### config.mk
export PLATFORM = sky130hd
export DESIGN_NAME = second_phase_stage_scheduler
export DESIGN_NICKNAME = d
export VERILOG_FILES = /design/src/rtl/second_phase_stage_scheduler.sv
export SDC_FILE = /design/constraint.sdc
export NUM_CORES = 1
export LEC_CHECK = 0
export CAP_MARGIN = 20
export CORE_MARGIN = 1.5
export CORE_UTILIZATION = 40
export CTS_CLUSTER_SIZE = 14
export DETAILED_ROUTE_END_ITERATION = 8
export PLACE_DENSITY = 0.69
export RECOVER_POWER = 50
export SLEW_MARGIN = 20
export SYNTH_ARGS = -nofsm -noshare
export SYNTH_HDL_FRONTEND = slang
export SYNTH_SLANG_ARGS = --single-unit
### constraint.sdc
create_clock -name clk_fpga -period 2.5 [get_ports clk_fpga]
set_clock_uncertainty 0.05 [all_clocks]
set_input_delay 0.375 -clock clk_fpga [delete_from_list [all_inputs] [get_ports clk_fpga]]
set_output_delay 0.375 -clock clk_fpga [all_outputs]
set_load 0.005 [all_outputs]
### src/rtl/second_phase_stage_scheduler.sv
// second_phase_stage_scheduler: sequences the second-phase stage databases for one window and reports the verdict
module second_phase_stage_scheduler #(
  parameter int NUM_STAGES     = 8,
  parameter int ADDR_WIDTH     = 12,
  parameter int TIMEOUT_CYCLES = 4095,
  localparam int IW            = (NUM_STAGES > 1) ? $clog2(NUM_STAGES) : 1
) (
  input  logic                  clk_fpga,
  input  logic                  reset_fpga,
  input  logic                  i_start,
  input  logic [NUM_STAGES-1:0] i_end_count_database,
  input  logic                  i_stage_result_valid,
  input  logic                  i_stage_pass,
  output logic [NUM_STAGES-1:0] o_enable,
  output logic [IW-1:0]         o_stage_index,
  output logic                  o_busy,
  output logic                  o_done,
  output logic                  o_face_detected,
  output logic [IW-1:0]         o_reject_stage,
  output logic                  o_timeout
);
  typedef enum logic [1:0] {IDLE, RUN, EVAL, DONE} state_t;
  state_t state, state_d;
  logic [ADDR_WIDTH-1:0] wd, wd_d, wd_inc;
  logic [IW-1:0] idx_d, rej_d;
  logic face_d, tmo_d, last_wd, last_stage;
  assign last_wd    = wd == ADDR_WIDTH'(TIMEOUT_CYCLES - 1);
  assign last_stage = o_stage_index == IW'(NUM_STAGES - 1);
  assign wd_inc     = last_wd ? wd : wd + 1'b1;
  // next-state logic; the watchdog saturates at its limit so it can never wrap
  always_comb begin
    state_d = state;
    idx_d   = o_stage_index;
    wd_d    = wd;
    face_d  = o_face_detected;
    tmo_d   = o_timeout;
    rej_d   = o_reject_stage;
    case (state)
      IDLE: if (i_start) begin
        state_d = RUN;
        idx_d   = '0;
        wd_d    = '0;
        face_d  = 1'b0;
        tmo_d   = 1'b0;
        rej_d   = '0;
      end
      RUN: begin
        wd_d = wd_inc;
        if (i_end_count_database[o_stage_index]) state_d = EVAL;
        else if (last_wd) begin
          state_d = DONE;
          tmo_d   = 1'b1;
          face_d  = 1'b0;
          rej_d   = o_stage_index;
        end
      end
      EVAL: begin
        wd_d = wd_inc;
        if (i_stage_result_valid) begin
          if (!i_stage_pass) begin
            state_d = DONE;
            face_d  = 1'b0;
            rej_d   = o_stage_index;
          end else if (last_stage) begin
            state_d = DONE;
            face_d  = 1'b1;
          end else begin
            state_d = RUN;
            idx_d   = o_stage_index + 1'b1;
            wd_d    = '0;
          end
        end else if (last_wd) begin
          state_d = DONE;
          tmo_d   = 1'b1;
          face_d  = 1'b0;
          rej_d   = o_stage_index;
        end
      end
      default: state_d = IDLE;
    endcase
  end
  // every output is registered from the next-state values
  always_ff @(posedge clk_fpga or negedge reset_fpga) begin
    if (!reset_fpga) begin
      state           <= IDLE;
      wd              <= '0;
      o_stage_index   <= '0;
      o_enable        <= '0;
      o_busy          <= 1'b0;
      o_done          <= 1'b0;
      o_face_detected <= 1'b0;
      o_reject_stage  <= '0;
      o_timeout       <= 1'b0;
    end else begin
      state           <= state_d;
      wd              <= wd_d;
      o_stage_index   <= idx_d;
      o_enable        <= (state_d == RUN) ? NUM_STAGES'(1) << idx_d : '0;
      o_busy          <= state_d != IDLE;
      o_done          <= state_d == DONE;
      o_face_detected <= face_d;
      o_reject_stage  <= rej_d;
      o_timeout       <= tmo_d;
    end
  end
endmodule

Word-level counts from Yosys, hierarchy flattened
Index checks and enable logic that the tools add are counted.
{ "word_totals": {"ff_bits": 32, "wordCells": 69, "in_bits": 13, "out_inout_bits": 18} }
{ "classes": {"order_cmp": 1, "n_reduce_logical": 7, "n_addsub": 2, "n_mux": 38, "shift": 1, "n_eq_ne": 11} }
{ "op_table": {"columns": ["operator", "count"], "rows": [
  ["two-way mux 12 bit", 5],
  ["case mux 12 bit (3 select lines)", 1],
  ["two-way mux 3 bit", 9],
  ["adder 12 x 1 -> 12 bit (second input constant)", 1],
  ["equality test 12 bit (second input constant)", 1],
  ["two-way mux 2 bit", 6],
  ["AND reduction 4 bit", 3],
  ["two-way mux 1 bit", 10],
  ["case mux 3 bit (3 select lines)", 1],
  ["two-way mux 8 bit", 1],
  ["left shift 1 x 3 -> 8 bit (first input constant)", 1],
  ["!= test 2 bit (second input constant)", 3],
  ["case mux 1 bit (3 select lines)", 2],
  ["case mux 2 bit (3 select lines)", 1],
  ["case mux 3 bit (2 select lines)", 1],
  ["equality test 2 x 1 -> 1 bit (second input constant)", 2],
  ["equality test 2 bit (second input constant)", 2],
  ["less-than comparator 3 x 4 -> 1 bit (second input constant)", 1],
  ["!= test 4 bit (second input constant)", 1],
  ["adder 3 x 1 -> 3 bit (second input constant)", 1],
  ["binary-select mux 1 bit (select 3 bit)", 1],
  ["equality test 3 bit (second input constant)", 1],
  ["!= test 3 bit (second input constant)", 1],
  ["nonzero test 3 bit", 1],
  ["3 further kinds", 3]
]} }

Depth between registers and ports, before layout
Gate-level depths: netlist of run 1.
{ "logic_depth": {"depth_word": 7, "ltp_mapped": 8, "mapped_depth_nobuf": 7} }

Least setup slack after synthesis of run 1
Ideal clock, no wire load.
{ "synth_timing": {"path_kind": "flip-flop to flip-flop", "from": "register state[0]", "to": "register o_enable[0]", "setup_time_ns": 0.101, "stages_incl_launch_ff": 8, "path_slack_ns": 0.519, "arrival_ns": 1.831, "n_path_buf": 1, "synth_period_minus_slack_ns": 1.981, "required_time_ns": 2.349, "cell_sequence": "dfrtp_1 -> inv_1 -> ha_1 -> clkbuf_1 -> a221oi_1 -> a211oi_2 -> or3b_4 -> nor4_1"} }
{ "synth_between": {"elab_chain_cells": 5, "word_cells_on_any_way": 12, "classes_between": "eq/ne: 3; shift: 1; mux: 7; reduce/logical: 1"} }
{ "synth_lines": {"columns": ["element", "line", "source"], "rows": [
  ["start, declared", "23", "state_t state, state_d;"],
  ["start signal, assigned", "95", "state <= state_d;"],
  ["two-way mux 2 bit", "50, 72", null],
  ["two-way mux 2 bit, on equally long branches", "59, 49", null],
  ["case mux 2 bit (3 select lines)", "38", "case (state)"],
  ["equality test 2 x 1 -> 1 bit", "98", "o_enable <= (state_d == RUN) ? NUM_STAGES'(1) << idx_d : '0;"],
  ["two-way mux 8 bit *", "98", null],
  ["end signal, assigned", "98", null],
  ["end, declared", "14", "output logic [NUM_STAGES-1:0] o_enable,"]
]} }
Every way passes the cells marked *; elsewhere a longest branch is shown, timed or not.
A chain may end at the register's enable or synchronous reset.

Worst setup path in the final report of run 1
{ "layout_timing": {"from": "register state[1]", "to": "register o_reject_stage[2]"} }
{ "layout_between": {"elab_chain_cells": 3, "word_cells_on_any_way": 9, "classes_between": "eq/ne: 5; mux: 1; reduce/logical: 3"} }
{ "layout_lines": {"columns": ["element", "line", "source"], "rows": [
  ["equality test 2 bit, or another cell as far along", "38", null],
  ["!= test 3 bit (no line), or another cell as far along", null, null],
  ["AND reduction 4 bit (no line)", null, null],
  ["end signal, assigned", "102", "o_reject_stage <= rej_d;"],
  ["end, declared", "19", "output logic [IW-1:0] o_reject_stage,"]
]} }
Several ways; a longest one is shown, not always the timed one.

==> results of run 1 <==
## per-layer routing
metal  vias to the layer above  global-route usage (%)
li1                        781                       -
met1                       783                   25.07
met2                        41                   26.17
met3                         8                   6.125
met4                         0                   9.015
met5                         -                       0
## layout by cell type, fill, tap and decap left out, types with 3 or more instances in the layout
cell type	synthesis	layout
dlygate4sd3_1	0	10
nand4_1	3	3
and4_1	3	3
clkdlybuf4s50_1	0	20
mux2i_1	4	4
a21oi_1	10	10
buf_4	1	8
nand2_1	7	7
nor3_1	5	5
nor4_1	12	12
clkbuf_8	0	7
dfrtp_1	32	32
ha_1	7	7
and2_1	4	4
a41oi_1	3	3
inv_1	10	10
nand3_1	8	8
o21ai_0	9	9
o21a_1	3	3
a21o_1	4	4
and3_1	4	4
a22oi_1	3	3
a22o_1	3	3
nor2_1	7	7
## how the worst max path moves through the flow
| stage | slack, ns | depth (start not counted) | from | end |
|---|---|---|---|---|
| 2_1_floorplan | 0.52 | 7 | state[0] | o_enable[0] |
| 3_3_place_gp | 0.15 | 6 | i_start | o_reject_stage[2] |
| 3_5_place_dp | 0.16 | 6 | i_start | o_reject_stage[2] |
| 4_1_cts | 0.24 | 7 | state[0] | o_reject_stage[2] |
| 5_1_grt | 0.06 | 7 | state[1] | o_reject_stage[2] |
| 6_report | 0.21 | 7 | state[1] | o_reject_stage[2] |
## worst max-delay path, stage by stage, from the launching register on
cell and delay [ns]:
dfrtp_1 0.44, inv_1 0.11, ha_1 0.23, nor2b_1 0.35, or2_2 0.36, a41oi_2 0.12, and4_1 0.29, a22o_1 0.23
## where the power goes
group          internal (uW)  switching (uW)
Sequential               572            42.7
Combinational            322             430
Clock                    352             200
## layout make-up
class	count	area, um2
clock inverters	1	30.03
multi-input cells	134	954.7
clock buffers	7	96.34
flip-flops and latches	32	800.8
well taps	52	65.06
inverters	10	37.54
repair buffers	39	365.4
fillers	400	2034
## state kept, by name (all words and copies together), names as in the netlist
register	flops
o_face_detected	1
o_enable	8
o_busy	1
wd	12
o_timeout	1
o_stage_index	3
state	2
o_reject_stage	3
o_done	1
## cell families (layout without fill, tap and decap cells)
kind of cell / count (synthesis) / count (layout) / synth area share, %
multiplexers: 4 / 4 / 2.180
adder cells (fa/ha/maj): 7 / 7 / 4.768
XOR/XNOR: 4 / 4 / 1.908
buffers and inverters: 19 / 57 / 4.428
AO/OA/AOI/OAI: 55 / 55 / 22.21
flip-flops: 32 / 32 / 43.60
AND/OR/NAND/NOR: 64 / 64 / 20.91
## metrics by stage
stage / util (%) / hold slack [ns] / total power [uW] / area [um2]
floorplan: - / 0.02941 / 1120 / 1837
global placement: 50.77 / 0.4383 / 1372 / 2226
detailed placement: 50.77 / 0.4382 / 1378 / 2226
CTS: 53.65 / 0.4489 / 1936 / 2352
global route: 53.60 / 0.4729 / 2051 / 2350
finish: 53.60 / 0.4538 / 1918 / 2350
==> summary.md, run 1 <==
| Metric | Value |
|---|---|
| Synthesized area | `1837 um2` |
| FF+latch count, synth | `32` |
| Number of synthesized flops with an enable pin | `0` |
| Mapped Cells | `185` |
| Chip width | `70.77 um` |
| Post-Layout Cell Count | `275` |
| Worst hold stages | `1` |
| Overall routing resource usage | `18.37%` |
| FMAX | `0.4362 GHz` |
| Final setup violation count | `0` |
| Slew Limit Headroom | `46.88%` |
| Clock Tree Root | `clkbuf_8` |
| Final Max Tran Viols | `0` |
| Clock Path Buffers | `2` |
| DR WL met3 | `229 um` |
| Ports | `31` |
| Setup TNS | `0 ns` |
| Post-route minimum period | `2.293 ns` |
| First-pass GRT wire length | `7210 um` |
| Worst Setup Path Type | `reg2reg` |
| Post-DP HPWL | `2924 um` |
| Post-synth top flop | `dfrtp_1` |
| Leak pwr | `0.001070 uW` |
| Pre-Repair DR Iteration Count | `4` |
| Avg Inst Size Synth | `9.928 um2` |
| Hold crit path type | `reg2reg` |
| Core Rows | `24` |
| Worst-Margin Slew | `0.7969 ns` |
| Routed Wire Length | `4226 um` |
| Die Area | `5008 um2` |
| Residual DRC | `0` |
| Synthesized net count | `205` |
| Distinct cells, synth | `51` |
| Highest metal used | `met4` |
| Unrepaired setup endpoints after global routing | `no` |
| Worst VDD drop | `0.0004015 V` |
| Wire per inst | `15.37 um` |
| Gpl congestion | `0.8726` |
| Final net count | `242` |
| Initial antenna violation count | `0` |
| Ant diodes | `0` |
| Status | `completed` |
| Synth top area cells | `dfrtp_1 (44%), ha_1 (4.8%), nor4_1 (4.1%), a21oi_1 (2.7%), o21ai_0 (2.5%)` |
| Place WS | `0.1649 ns` |
| Iter 0 DRT Violations | `208` |
| CTS tree | `yes` |
| H-Tree Depth | `2` |
| Antenna-violating nets left | `0` |
| Wl on met1 | `1944 um` |
| Post-CTS Hold Buffers | `0` |
| Area leader, netlist | `dfrtp_1` |
| Reg2reg setup slack | `0.21 ns` |
| Clock transition at path regs | `0.07 ns` |
| Die Y | `70.77 um` |
| Critical Path AT | `2.43 ns` |
| RR Endpoint | `o_reject_stage[2]` |
| Remaining Overflow, GRT | `0` |
| Sequential fraction of the synthesis area | `43.60%` |
| Area growth from synthesis to layout | `27.93%` |
| Post-CTS Setup Bufs | `0` |
| PwrDens | `816.3 nW/um2` |
| Final worst path period share | `91.71%` |
| Endpoint class of the critical path | `flop` |
| Ys Warns | `0` |
| Synth async-reset ratio | `100.0%` |
| Synth top cells by count | `dfrtp_1 (32), nor4_1 (12), a21oi_1 (10), inv_1 (10), o21ai_0 (9)` |
| Reg2reg start | `state[1]` |
| Share of cells above drive strength 1 | `13.00%` |
| Post-CTS resize count | `0` |
| Clock latency on the worst-skew pair | `0.29 ns` |
| HP Start | `o_reject_stage[1]` |
| Vias per inst | `5.865` |
| Core Area | `4384 um2` |
| Count leader, synth | `dfrtp_1` |
| Max Cap Viol | `0` |
| R2R depth | `7` |
| Placed cells | `267` |
| Met2 WL | `1950 um` |
| Post-synth top area share | `43.60%` |
| PortBufs | `30` |
| Largest net degree at the start of global routing | `33` |
| Endpoints failing hold | `0` |
| Vias in the first global route | `1528` |
| Initial Util | `41.89%` |
| Startpoint Class | `flop` |
| Worst Hold Path EP | `o_reject_stage[1]` |
| Clk sinks | `32` |
| Crit path required time | `2.63 ns` |
| Post-route setup slack | `0.2072 ns` |
| Vias | `1613` |
| Num CTS Buffers | `5` |
| Worst-path maximum fanout | `12` |
Power figures use the tool's default switching activity.
==> run 2: changes to the inputs <==
--- a/config.mk
+++ b/config.mk
@@ -12,6 +12,7 @@
 export DETAILED_ROUTE_END_ITERATION = 8
 export PLACE_DENSITY = 0.69
 export RECOVER_POWER = 50
+export SKIP_LAST_GASP = 1
 export SLEW_MARGIN = 20
 export SYNTH_ARGS = -nofsm -noshare
 export SYNTH_HDL_FRONTEND = slang
==> results of run 2 <==
No change in the layout: final DEF, timing and power equal those of run 1.
==> run 3: changes to the inputs <==
--- a/config.mk
+++ b/config.mk
@@ -10,6 +10,7 @@
 export CORE_UTILIZATION = 40
 export CTS_CLUSTER_SIZE = 14
 export DETAILED_ROUTE_END_ITERATION = 8
+export MAX_ROUTING_LAYER = met4
 export PLACE_DENSITY = 0.69
 export RECOVER_POWER = 50
 export SKIP_LAST_GASP = 1
==> constraint.sdc (replaced) <==
create_clock -name clk_fpga -period 2.35 [get_ports clk_fpga]
set_clock_uncertainty 0.05 [all_clocks]
set_input_delay 0.3525 -clock clk_fpga [delete_from_list [all_inputs] [get_ports clk_fpga]]
set_output_delay 0.3525 -clock clk_fpga [all_outputs]
set_load 0.005 [all_outputs]
==> summary.md, run 3 (synthesis gave the netlist of run 1 again) <==
| Metric | Value |
|---|---|
| Critical Path AT | `2.31 ns` |
| Ports | `31` |
| Chip width | `70.77 um` |
| Clk sinks | `32` |
| Endpoint class of the critical path | `flop` |
| Wl on met1 | `2071 um` |
| Initial Util | `41.89%` |
| Vias per inst | `5.712` |
| Commonest non-fill, non-tap cell in the layout | `dfrtp_1` |
| First-pass GRT wire length | `7396 um` |
| Final Max Tran Viols | `0` |
| Largest regs | `wd: 12 flops, o_enable: 8 flops` |
| Worst Setup Path Type | `reg2reg` |
| PortBufs | `30` |
| Most frequent cells in the layout | `dfrtp_1 (32), clkdlybuf4s50_1 (20), buf_4 (14)` |
| Wire per inst | `15.61 um` |
| Die Y | `70.77 um` |
| H-Tree Depth | `2` |
| Crit path required time | `2.47 ns` |
| Largest net degree at the start of global routing | `33` |
| Placed cells | `273` |
| Leak pwr | `0.001087 uW` |
| Overall routing resource usage | `19.17%` |
| Status | `completed` |
| Post-CTS Setup Bufs | `0` |
| Startpoint Class | `flop` |
| Worst-Margin Slew | `0.7894 ns` |
| Ant diodes | `0` |
| Initial antenna violation count | `0` |
| Largest register by flop count | `wd` |
| Max FFs per register | `12` |
| Core Area | `4384 um2` |
| Num CTS Buffers | `5` |
| Clock Tree Root | `clkbuf_8` |
| Met2 WL | `2056 um` |
| Gpl congestion | `0.8470` |
| PwrDens | `856.0 nW/um2` |
| Iter 0 DRT Violations | `161` |
| Final worst path period share | `93.26%` |
| Post-DP HPWL | `3073 um` |
| Remaining Overflow, GRT | `0` |
| Residual DRC | `0` |
| Routed Wire Length | `4386 um` |
| Max Cap Viol | `0` |
| Hold crit path type | `reg2reg` |
| Antenna-violating nets left | `0` |
| Vias in the first global route | `1552` |
| Core Rows | `24` |
| Vias | `1605` |
| Total Power | `2045 uW` |
| Endpoints failing hold | `0` |
| Unrepaired setup endpoints after global routing | `no` |
| Worst-path maximum fanout | `5` |
| Die Area | `5008 um2` |
| Final core utilization | `54.48%` |
| CTS tree | `yes` |
| Clock transition at path regs | `0.07 ns` |
| Share of cells above drive strength 1 | `16.16%` |
| FMAX | `0.4563 GHz` |
| Highest metal used | `met4` |
| Clock latency on the worst-skew pair | `0.29 ns` |
| Area growth from synthesis to layout | `30.04%` |
| Final net count | `248` |
| DR WL met3 | `186 um` |
| Clock Path Buffers | `2` |
| Setup TNS | `0 ns` |
| Pre-Repair DR Iteration Count | `4` |
| Post-Layout Cell Count | `281` |
| Final setup violation count | `0` |
| Slew Limit Headroom | `47.37%` |
| Worst VDD drop | `0.0003132 V` |
| Post-route minimum period | `2.192 ns` |
-- run 3: final cells by class --
cell class | instances | area [um2]
Tap cell | 52 | 65.06
Sequential cell | 32 | 800.8
Clock inverter | 3 | 42.54
Inverter | 10 | 37.54
Multi-Input combinational cell | 134 | 963.4
Fill cell | 408 | 1996
Timing Repair Buffer | 45 | 410.4
Clock buffer | 5 | 68.82
-- run 3: per-stage QoR --
stage	area (um2)	setup slack (ns)	hold WS, ns
after floorplan	1837	0.3685	0.006909
after global placement	2271	0.03995	0.4362
after detailed placement	2271	0.01612	0.4411
after CTS	2382	0.1122	0.4244
after global routing	2389	0.01571	0.4661
final	2389	0.1585	0.4579
-- run 3: final timing paths --
kind,slack (ns),depth (start not counted),startpoint,to
setup / recovery,0.16,8,state[1],o_enable[0]
hold / removal,0.46,1,o_reject_stage[0],o_reject_stage[0]
setup reg to reg,0.16,8,state[1],o_enable[0]
hold reg to reg,0.46,1,o_reject_stage[0],o_reject_stage[0]
max in group asynchronous,1.14,2,reset_fpga,o_reject_stage[2]
min in group asynchronous,0.62,2,reset_fpga,wd[4]
-- run 3: what timing repair did --
item | CTS | global route
setup endpoints to repair | 0 | 2
hold buffers | 0 | 0
resized for setup | 0 | 2
hold endpoints to repair | 0 | 0
-- run 3: where the power goes --
group          total (uW)  leakage, uW  internal, uW  switching [uW]
Combinational         865     0.000591           385             480
Clock                 529    0.0000541           313             216
Sequential            651     0.000442           608            42.4
Total                2040      0.00109          1310             738
-- run 3: metal layers --
layer	global-route usage, %	up-vias
li1	-	784
met1	25.14	777
met2	29.39	35
met3	4.558	9
met4	6.289	0
met5	-	-
-- run 3: worst max-delay path: stages, from the launching register on --
cell and delay (ns):
dfrtp_1 0.44, inv_1 0.11, ha_1 0.17, buf_4 0.13, o21a_1 0.14, nor3_1 0.06
a211oi_2 0.28, or3b_4 0.44, nor4_1 0.25
